## config.mk

```make
export PLATFORM = sky130hd
export DESIGN_NAME = config_loader
export DESIGN_NICKNAME = d
export VERILOG_FILES = /design/src/rtl/config_loader.sv
export SDC_FILE = /design/constraint.sdc
export NUM_CORES = 1
export LEC_CHECK = 0
export CAP_MARGIN = 0
export CORE_MARGIN = 2
export CORE_UTILIZATION = 45
export CTS_BUF_LIST = sky130_fd_sc_hd__clkbuf_16
export DETAILED_ROUTE_END_ITERATION = 8
export GPL_ROUTABILITY_DRIVEN = 0
export HOLD_SLACK_MARGIN = 0.03
export PLACE_DENSITY = 0.7
export SYNTH_ARGS = -nofsm -noshare
export SYNTH_HDL_FRONTEND = slang
export SYNTH_SLANG_ARGS = --single-unit
```

## constraint.sdc

```tcl
create_clock -name scan_clk -period 4.9 [get_ports scan_clk]
set_input_delay 0.98 -clock scan_clk [delete_from_list [all_inputs] [get_ports scan_clk]]
set_output_delay 0.98 -clock scan_clk [all_outputs]
set_load 0.01 [all_outputs]
```

## src/rtl/config_loader.sv

```systemverilog
// config_loader: streams host bytes MSB-first into a scan chain and returns the bits shifted out as readback bytes.
module config_loader #(
  parameter int CHAIN_LENGTH = 64,
  parameter int CNT_WIDTH    = 16
) (
  input  logic       scan_clk,
  input  logic       rst,
  input  logic       start,
  input  logic [7:0] in_data,
  input  logic       in_valid,
  output logic       in_ready,
  output logic       chain_in,
  output logic       scan_en,
  input  logic       chain_out,
  output logic [7:0] rd_data,
  output logic       rd_valid,
  output logic       busy,
  output logic       done
);
  localparam logic [1:0] IDLE  = 2'd0;
  localparam logic [1:0] FETCH = 2'd1;
  localparam logic [1:0] SHIFT = 2'd2;
  localparam logic [1:0] DONE  = 2'd3;
  localparam logic [CNT_WIDTH-1:0] LEN = CNT_WIDTH'(CHAIN_LENGTH);
  localparam int PAD = (8 - CHAIN_LENGTH % 8) % 8;
  logic [1:0] state_q, state_d;
  logic [CNT_WIDTH-1:0] count_q, count_d, rem;
  logic [3:0] nbits_q, nbits_d;
  logic [7:0] shreg_q, shreg_d, rb_q, rb_d, rd_data_q, rd_data_d;
  logic rd_valid_q, rd_valid_d, scan_en_q, scan_en_d, chain_in_q, chain_in_d;
  always_comb begin
    state_d    = state_q;
    count_d    = count_q;
    nbits_d    = nbits_q;
    shreg_d    = shreg_q;
    rb_d       = rb_q;
    rd_data_d  = '0;
    rd_valid_d = 1'b0;
    rem        = LEN - count_q;
    case (state_q)
      IDLE: if (start) begin
        state_d = FETCH;
        count_d = '0;
      end
      FETCH: if (in_valid) begin
        shreg_d = in_data;
        nbits_d = rem >= CNT_WIDTH'(8) ? 4'd8 : rem[3:0];
        state_d = SHIFT;
      end
      SHIFT: begin
        shreg_d = {shreg_q[6:0], 1'b0};
        count_d = count_q + 1'b1;
        rb_d    = {rb_q[6:0], chain_out};
        nbits_d = nbits_q - 4'd1;
        if (nbits_q == 4'd1) begin
          // only the final byte of a load can be short, so it alone needs left-aligning
          rd_valid_d = 1'b1;
          rd_data_d  = count_d == LEN ? rb_d << PAD : rb_d;
          state_d    = count_d == LEN ? DONE : FETCH;
        end
      end
      default: state_d = IDLE;
    endcase
    scan_en_d  = state_d == SHIFT;
    chain_in_d = scan_en_d & shreg_d[7];
  end
  always_ff @(posedge scan_clk) begin
    if (rst) begin
      state_q    <= IDLE;
      count_q    <= '0;
      nbits_q    <= '0;
      shreg_q    <= '0;
      rb_q       <= '0;
      rd_data_q  <= '0;
      rd_valid_q <= 1'b0;
      scan_en_q  <= 1'b0;
      chain_in_q <= 1'b0;
    end else begin
      state_q    <= state_d;
      count_q    <= count_d;
      nbits_q    <= nbits_d;
      shreg_q    <= shreg_d;
      rb_q       <= rb_d;
      rd_data_q  <= rd_data_d;
      rd_valid_q <= rd_valid_d;
      scan_en_q  <= scan_en_d;
      chain_in_q <= chain_in_d;
    end
  end
  assign in_ready = state_q == FETCH;
  assign busy     = state_q != IDLE;
  assign done     = state_q == DONE;
  assign scan_en  = scan_en_q;
  assign chain_in = chain_in_q;
  assign rd_data  = rd_data_q;
  assign rd_valid = rd_valid_q;
endmodule

```

==> results of run 1 <==
-- worst register-to-register path, cell delays in order (launching register included) --
cell     delay (ns)
dfxtp_1        0.66
ha_1           0.42
nand4_1        0.18
nor4b_1        0.72
nor3_1         0.10
a31o_2         0.24
a41oi_1        0.38
nor4_1         0.11
-- cell families after synthesis --
logic type,synth area share
compound gates,0.219
xor+xnor,0.0310
fa+ha+maj,0.0443
buf+inv,0.0638
flops,0.340
mux,0.0439
simple gates,0.258
-- layer usage --
metal | vias to the layer above | share of wire | wire, µm
li1 | 1295 | - | -
met5 | - | 0 | 0
met3 | 6 | 0.052 | 346
met2 | 77 | 0.48 | 3170
met1 | 1219 | 0.46 | 3060
met4 | 0 | 0.0096 | 64
-- registers in the layout, indices dropped and copies added (netlist names) --
signal    count
chain_in      1
count_q      16
nbits_q       4
rb_q          7
rd_data       8
rd_valid      1
scan_en       1
shreg_q       8
state_q       2
-- worst max-delay path by stage --
stage          cells past startpoint  slack [ns]    endpoint
6_report                           7        1.98    chain_in
2_1_floorplan                      9        2.52  nbits_q[3]
3_3_place_gp                       5        2.02  count_q[3]
4_1_cts                            7        2.00    chain_in
5_1_grt                            7        1.72    chain_in
3_5_place_dp                       5        1.96  count_q[3]
-- where the power goes --
group	switching [mW]	leakage (nW)	total, mW	internal [mW]
combinational	0.0811	0.642	0.134	0.0531
sequential	0.00896	0.387	0.408	0.399
clock	0.156	0.0804	0.398	0.243
total	0.246	1.11	0.941	0.695
-- cells in the final DEF, fill, tap and decap left out, types with 6 or more instances in the layout --
cell type / n
nand2_1: 24
nand4_1: 7
inv_1: 13
a22oi_1: 12
ha_1: 10
a31oi_1: 7
nor4_1: 10
o21ai_0: 19
nor2_1: 45
and2_1: 10
xnor2_1: 6
mux2i_1: 9
a21oi_1: 24
nor3_1: 10
dfxtp_1: 48
clkdlybuf4s50_1: 26
-- cell type report --
class,instances,share of cell area
repair buffers,28,0.0852
clock buffers,5,0.0387
multi-input cells,265,0.520
clock inverters,3,0.0143
flip-flops and latches,48,0.297
inverters,13,0.0151
well taps,75,0.0290
==> flow_summary.json, run 1 <==
{
  "min_to": "shreg_q[0]",
  "clk_latency_ns": 0.29,
  "num_rows": 28,
  "wl_mm": 6.63,
  "power_mw": 0.941,
  "drv_cap": 0,
  "yosysSeqAreaShare": 0.340,
  "grt_pass1_vias": 2326,
  "port_buffers": 26,
  "drtIter0Drc": 204,
  "root_buffer": "clkbuf_16",
  "die_w_um": 83.2,
  "ir_worst_vdd_v": 0.000195,
  "reg2reg_from": "count_q[0]",
  "fin_setup_tns_ns": 0,
  "core_area_um2": 5990,
  "grt-ovfl-total": 0,
  "dp_hpwl_mm": 4.53,
  "cts.sinks": 48,
  "rr_worst_depth": 7,
  "worstMarginPinSlew_ns": 0.753,
  "synth_edf_count": 0,
  "synthTopCellsByArea": "dfxtp_1, nor2_1, ha_1, a21oi_1, o21ai_0",
  "power_density_nw_per_um2": 291,
  "setup_viol": 0,
  "seqCellArea_um2": 961,
  "syn_nets": 379,
  "hold_viol": 0,
  "rr_endpoint": "chain_in",
  "place_area_um2": 3060,
  "yosysWarnings": 0,
  "dp_cells": 429,
  "slew_violations": 0,
  "rrSetupSlack_ns": 1.98,
  "finalNonFillerCells": 437,
  "diodes": 0,
  "post_cts_buffers": 0,
  "antenna_found_initial": 0,
  "cts_tree": "built",
  "ant_nets": 0,
  "worst_slack_ns": 1.98,
  "cts.path.max_buffers": 2,
  "syn2layout_area_growth_pct": 14.5,
  "busiest_layer": "met2",
  "cp-end-kind": "flop",
  "fin_skew_ns": 0.00519,
  "grt_start_max_net_pins": 28,
  "use_met3": 0.0258,
  "synthArstFlopShare": 0,
  "crit_path_max_incr_delay_ns": 0.72,
  "critPathKind": "flop to flop",
  "fin_util": 0.539,
  "cp_slowest_cell": "nor4b_1",
  "rsz0062_at_grt": "no",
  "cp.arrival_ns": 3.08,
  "drc": 0,
  "ys_top_cells_by_count": "dfxtp_1, nor2_1, a21oi_1, nand2_1, o21ai_0",
  "ios": 27,
  "numCtsBuffers": 5,
  "place_ws_ns": 1.96,
  "multi_input_area_um2": 1680,
  "dr_total_vias": 2597,
  "grt_pass1_wl_mm": 11.2,
  "die_height_um": 83.2,
  "synthCells": 356,
  "use_met1": 0.277,
  "drive_gt1_frac": 0.0691,
  "ctsHtreeMaxLevel": 2,
  "period_needed_ns": 2.92,
  "dr.pass1.iters": 5,
  "path_buf_inv": 0,
  "hold_path_class": "flop to flop",
  "required_ns": 5.06,
  "cellLeakagePower_nw": 1.11,
  "fillerInstances": 568,
  "synth-seq-cells": 48,
  "cp_max_fo": 14,
  "hold_slack_ns": 0.461,
  "clk_pin_slew_ns": 0.07,
  "fmaxAchievable_ghz": 0.342,
  "ys_dominant_reg_cell": "dfxtp_1",
  "finish.net_count": 384,
  "synth_top_area_share": 0.340,
  "ctsResizeCount": 0,
  "synth.most_common_cell": "dfxtp_1",
  "startpoint": "count_q[0]",
  "synth_area_per_cell_um2": 7.93,
  "min-delay-start": "shreg_q[0]",
  "track_usage": 0.191,
  "die_area_um2": 6920,
  "met2_usage": 0.302,
  "start_util": 0.471,
  "wl_per_cell_um": 15.2,
  "yosysTopAreaCell": "dfxtp_1",
  "cp_cell_sequence": "ha_1 -> nand4_1 -> nor4b_1 -> nor3_1 -> a31o_2 -> a41oi_1 -> nor4_1",
  "whs_path_depth": 2,
  "start_kind": "flop",
  "cp_top_family": "simple AND/OR/NAND/NOR gates",
  "ctsHoldBuffers": 0,
  "fin_crit_sh": 0.596,
  "synth_cell_types": 56,
  "netlist_area_um2": 2820,
  "via_per_inst": 5.94,
  "status": "finished, final reports clean",
  "stdcell_area_um2": 3230,
  "relSlewSlack": 0.491
}
Power figures use the tool's default switching activity.
==> inputs of run 2 (changes only) <==
--- a/config.mk
+++ b/config.mk
@@ -12,7 +12,7 @@
 export DETAILED_ROUTE_END_ITERATION = 8
 export GPL_ROUTABILITY_DRIVEN = 0
 export HOLD_SLACK_MARGIN = 0.03
-export PLACE_DENSITY = 0.7
+export PLACE_DENSITY = 0.73
 export SYNTH_ARGS = -nofsm -noshare
 export SYNTH_HDL_FRONTEND = slang
 export SYNTH_SLANG_ARGS = --single-unit
==> constraint.sdc (replaced) <==
create_clock -name scan_clk -period 2.66 [get_ports scan_clk]
set_input_delay 0.532 -clock scan_clk [delete_from_list [all_inputs] [get_ports scan_clk]]
set_output_delay 0.532 -clock scan_clk [all_outputs]
set_load 0.01 [all_outputs]
==> flow_summary.json, run 2 (synthesis results as in run 1) <==
{
  "fmaxAchievable_ghz": 0.427,
  "ctsHoldBuffers": 0,
  "crit_path_max_incr_delay_ns": 0.63,
  "startpoint": "state_q[1]",
  "fin_skew_ns": 0.00587,
  "grt_start_max_net_pins": 23,
  "hold_path_class": "flop to flop",
  "rsz0062_at_grt": "no",
  "cp.arrival_ns": 1.81,
  "dr_total_vias": 2661,
  "crit_end": "in_ready",
  "dp_cells": 447,
  "worstMarginPinSlew_ns": 0.539,
  "swShare": 0.261,
  "grt-ovfl-total": 0,
  "clk_pin_slew_ns": 0.07,
  "drv_cap": 0,
  "critPathKind": "flop to output pin",
  "largest_reg_flops": 16,
  "ir_worst_vdd_v": 0.000352,
  "wl_mm": 6.85,
  "finish.net_count": 402,
  "ios": 27,
  "drc": 0,
  "final_common_cell": "dfxtp_1",
  "grt_pass1_vias": 2321,
  "power_mw": 1.75,
  "cellLeakagePower_nw": 1.20,
  "die_height_um": 83.2,
  "cts.path.max_buffers": 2,
  "combPwrFrac": 0.149,
  "track_usage": 0.197,
  "cts.sinks": 48,
  "grt_pass1_wl_mm": 11.3,
  "syn2layout_area_growth_pct": 19.3,
  "cts_tree": "built",
  "place_ws_ns": 0.351,
  "hold_slack_ns": 0.457,
  "power_density_nw_per_um2": 518,
  "root_buffer": "clkbuf_16",
  "start_util": 0.471,
  "num_rows": 28,
  "cp-end-kind": "output pin",
  "diodes": 0,
  "core_area_um2": 5990,
  "layout_common_cells": "dfxtp_1, nor2_1, clkdlybuf4s50_1, nand2_1, a21oi_1",
  "drtIter0Drc": 170,
  "drive_gt1_frac": 0.113,
  "dp_hpwl_mm": 4.89,
  "antenna_found_initial": 0,
  "clk_latency_ns": 0.29,
  "stdcell_area_um2": 3370,
  "worst_slack_ns": 0.317,
  "reg2reg_from": "count_q[3]",
  "ant_nets": 0,
  "p_sw_mw": 0.456,
  "fin_crit_sh": 0.881,
  "period_needed_ns": 2.34,
  "slew_violations": 0,
  "p_clk_frac": 0.422,
  "cp_cell_sequence": "inv_1 -> ha_1 -> clkdlybuf4s50_1",
  "place_area_um2": 3200,
  "p_seq_frac": 0.429,
  "rr_worst_depth": 6,
  "die_w_um": 83.2,
  "regMostFlops": "count_q",
  "setup_viol": 0,
  "post_cts_buffers": 0,
  "numCtsBuffers": 5,
  "rrSetupSlack_ns": 0.32,
  "port_buffers": 26,
  "cp_slowest_cell": "clkdlybuf4s50_1",
  "ctsResizeCount": 0,
  "cp_max_fo": 13,
  "fin_setup_tns_ns": 0,
  "p_int_mw": 1.29,
  "required_ns": 2.13,
  "hold_viol": 0,
  "fin_util": 0.562,
  "start_kind": "flop",
  "via_per_inst": 5.85,
  "wl_per_cell_um": 15.1,
  "dr.pass1.iters": 4,
  "relSlewSlack": 0.631,
  "rr_endpoint": "nbits_q[3]",
  "status": "finished, final reports clean",
  "finalNonFillerCells": 455,
  "ctsHtreeMaxLevel": 2,
  "die_area_um2": 6920
}
-- run 2: cell types whose count changed in the layout (fill, tap and decap cells not counted) --
cell   before  now
buf_4       2   20
-- run 2: cell type report --
class | count | area (µm²)
fillers | 535 | 2620
well taps | 75 | 93.8
repair buffers | 46 | 410
flip-flops and latches | 48 | 961
clock buffers | 5 | 125
multi-input cells | 265 | 1680
clock inverters | 3 | 46.3
inverters | 13 | 48.8
-- run 2: per-layer routing --
layer / track usage / wire [µm] / vias up
li1: - / - / 1337
met1: 0.281 / 3260 / 1244
met2: 0.300 / 3180 / 71
met3: 0.0288 / 290 / 9
met5: 0 / 0 / -
met4: 0.0760 / 110 / 0
-- run 2: how the worst min path moves through the flow --
| stage | from | endpoint | slack [ns] | cells past startpoint |
|---|---|---|---|---|
| 5_1_grt | shreg_q[0] | shreg_q[0] | 0.49 | 2 |
| 3_5_place_dp | shreg_q[0] | shreg_q[0] | 0.45 | 2 |
| 2_1_floorplan | rb_q[6] | rd_data[7] | 0.43 | 1 |
| 6_report | shreg_q[0] | shreg_q[0] | 0.46 | 2 |
| 3_3_place_gp | rb_q[6] | rd_data[7] | 0.44 | 1 |
| 4_1_cts | shreg_q[0] | shreg_q[0] | 0.46 | 2 |
-- run 2: critical path, delay by kind of cell (launching register included) --
family | cells | cell delay, ns
fa+ha+maj | 1 | 0.41
buf+inv | 2 | 0.73
flops | 1 | 0.37
-- run 2: power groups by stage --
| stage | registers, mW | clock network [mW] | logic [mW] |
|---|---|---|---|
| 5_1_grt | 0.751 | 0.775 | 0.287 |
| 3_3_place_gp | 0.765 | 0 | 0.257 |
| 3_5_place_dp | 0.765 | 0 | 0.259 |
| 4_1_cts | 0.749 | 0.749 | 0.261 |
| 6_report | 0.749 | 0.736 | 0.260 |
| 2_1_floorplan | 0.762 | 0 | 0.172 |
==> inputs of run 3 (changes only) <==
--- a/config.mk
+++ b/config.mk
@@ -10,9 +10,11 @@
 export CORE_UTILIZATION = 45
 export CTS_BUF_LIST = sky130_fd_sc_hd__clkbuf_16
 export DETAILED_ROUTE_END_ITERATION = 8
+export DONT_BUFFER_PORTS = 1
 export GPL_ROUTABILITY_DRIVEN = 0
+export GPL_TIMING_DRIVEN = 0
 export HOLD_SLACK_MARGIN = 0.03
-export PLACE_DENSITY = 0.73
+export PLACE_DENSITY = 0.67
 export SYNTH_ARGS = -nofsm -noshare
 export SYNTH_HDL_FRONTEND = slang
 export SYNTH_SLANG_ARGS = --single-unit
==> flow_summary.json, run 3 (synthesis results as in run 1) <==
{
  "diodes": 0,
  "seqCellArea_um2": 961,
  "drv_cap": 0,
  "crit_path_max_incr_delay_ns": 0.47,
  "period_needed_ns": 2.58,
  "num_rows": 28,
  "dp_cells": 431,
  "layout_common_cells": "dfxtp_1, nor2_1, nand2_1, a21oi_1, o21ai_0",
  "dp_hpwl_mm": 5.04,
  "hold_path_class": "primary input to flop",
  "p_seq_frac": 0.417,
  "fillerInstances": 574,
  "port_buffers": 0,
  "fin_skew_ns": 0.00476,
  "fin_setup_tns_ns": 0,
  "die_height_um": 83.2,
  "critPathKind": "flop to flop",
  "cp_slowest_cell": "or3b_2",
  "dr_total_vias": 2631,
  "cp_cell_sequence": "buf_2 -> inv_4 -> ha_4 -> or3b_2 -> nor3b_1 -> a31oi_1 -> a2111oi_2 -> nand4_1 -> a31o_1",
  "worstMarginPinSlew_ns": 0.694,
  "ir_worst_vdd_v": 0.000397,
  "relSlewSlack": 0.538,
  "multi_input_area_um2": 1710,
  "power_density_nw_per_um2": 574,
  "swShare": 0.248,
  "dr.pass1.iters": 5,
  "grt_pass1_vias": 2441,
  "ios": 27,
  "post_cts_buffers": 0,
  "regMostFlops": "count_q",
  "cp-end-kind": "flop",
  "rrSetupSlack_ns": 0.08,
  "fmaxAchievable_ghz": 0.388,
  "wl_mm": 7.16,
  "hold_slack_ns": 0.365,
  "path_buf_inv": 2,
  "core_area_um2": 5990,
  "die_w_um": 83.2,
  "cellLeakagePower_nw": 1.10,
  "grt_start_max_net_pins": 17,
  "fin_crit_sh": 0.969,
  "cp_max_fo": 10,
  "power_mw": 1.80,
  "track_usage": 0.204,
  "drc": 0,
  "min_to": "rd_data[0]",
  "syn2layout_area_growth_pct": 11.0,
  "start_kind": "flop",
  "whs_path_depth": 1,
  "drive_gt1_frac": 0.102,
  "cp_top_family": "simple AND/OR/NAND/NOR gates",
  "numCtsBuffers": 5,
  "p_int_mw": 1.35,
  "clk_pin_slew_ns": 0.07,
  "largest_reg_flops": 16,
  "cts.sinks": 48,
  "drtIter0Drc": 139,
  "die_area_um2": 6920,
  "root_buffer": "clkbuf_16",
  "final_common_cell": "dfxtp_1",
  "grt-ovfl-total": 0,
  "finalNonFillerCells": 438,
  "start_util": 0.471,
  "via_per_inst": 6.01,
  "p_sw_mw": 0.446,
  "p_clk_frac": 0.454,
  "antenna_found_initial": 0,
  "worst_slack_ns": 0.0812,
  "setup_viol": 0,
  "ctsHtreeMaxLevel": 2,
  "place_ws_ns": -0.0425,
  "cts.path.max_buffers": 2,
  "rr_endpoint": "nbits_q[3]",
  "hold_viol": 0,
  "reg2reg_from": "count_q[0]",
  "grt_pass1_wl_mm": 11.8,
  "combPwrFrac": 0.129,
  "status": "finished, final reports clean",
  "required_ns": 2.84,
  "slew_violations": 0,
  "cp.arrival_ns": 2.76,
  "rr_worst_depth": 9,
  "cts_tree": "built",
  "clk_latency_ns": 0.29,
  "min-delay-start": "chain_out",
  "ant_nets": 0,
  "wl_per_cell_um": 16.3,
  "finish.net_count": 385
}
## run 3: stage by stage
step	utilization	area (µm²)
finish	0.523	3130
global route	0.523	3130
CTS	0.520	3110
detailed placement	0.487	2920
global placement	0.487	2920
floorplan	-	2820
## run 3: timing repair
action / 4_1_cts / 5_1_grt
resized for setup: 1 / 6
pin swaps: 0 / 1
hold buffers: 0 / 0
setup endpoints to repair: 1 / 7
## run 3: how the worst max path moves through the flow
stage / slack (ns) / endpoint / depth (start not counted) / start
6_report: 0.08 / nbits_q[3] / 9 / count_q[0]
5_1_grt: -0.05 / nbits_q[3] / 9 / count_q[0]
4_1_cts: 0.004 / nbits_q[3] / 9 / count_q[0]
3_5_place_dp: -0.04 / nbits_q[3] / 9 / count_q[0]
3_3_place_gp: -0.04 / nbits_q[3] / 9 / count_q[0]
2_1_floorplan: 0.28 / nbits_q[3] / 9 / count_q[0]
## run 3: power by group through the flow
stage,Clock [mW],Combinational (mW),Sequential (mW)
finish,0.817,0.231,0.751
global route,0.862,0.260,0.752
CTS,0.834,0.228,0.750
detailed placement,0,0.226,0.766
global placement,0,0.222,0.766
floorplan,0,0.172,0.762
## run 3: area by class of cell
type                    instances  area share
multi-input cells             265       0.544
flip-flops and latches         48       0.307
plain buffers                  29      0.0407
clock buffers                   5      0.0399
well taps                      75      0.0300
clock inverters                 3      0.0220
inverters                      13      0.0164
## run 3: layer usage
layer  global-route usage  share of wire  up-vias
met5                    0              0        -
met2                0.320           0.45       71
met4               0.0551          0.017        0
met1                0.287           0.48     1244
met3               0.0378          0.050       14
li1                     -              -     1302
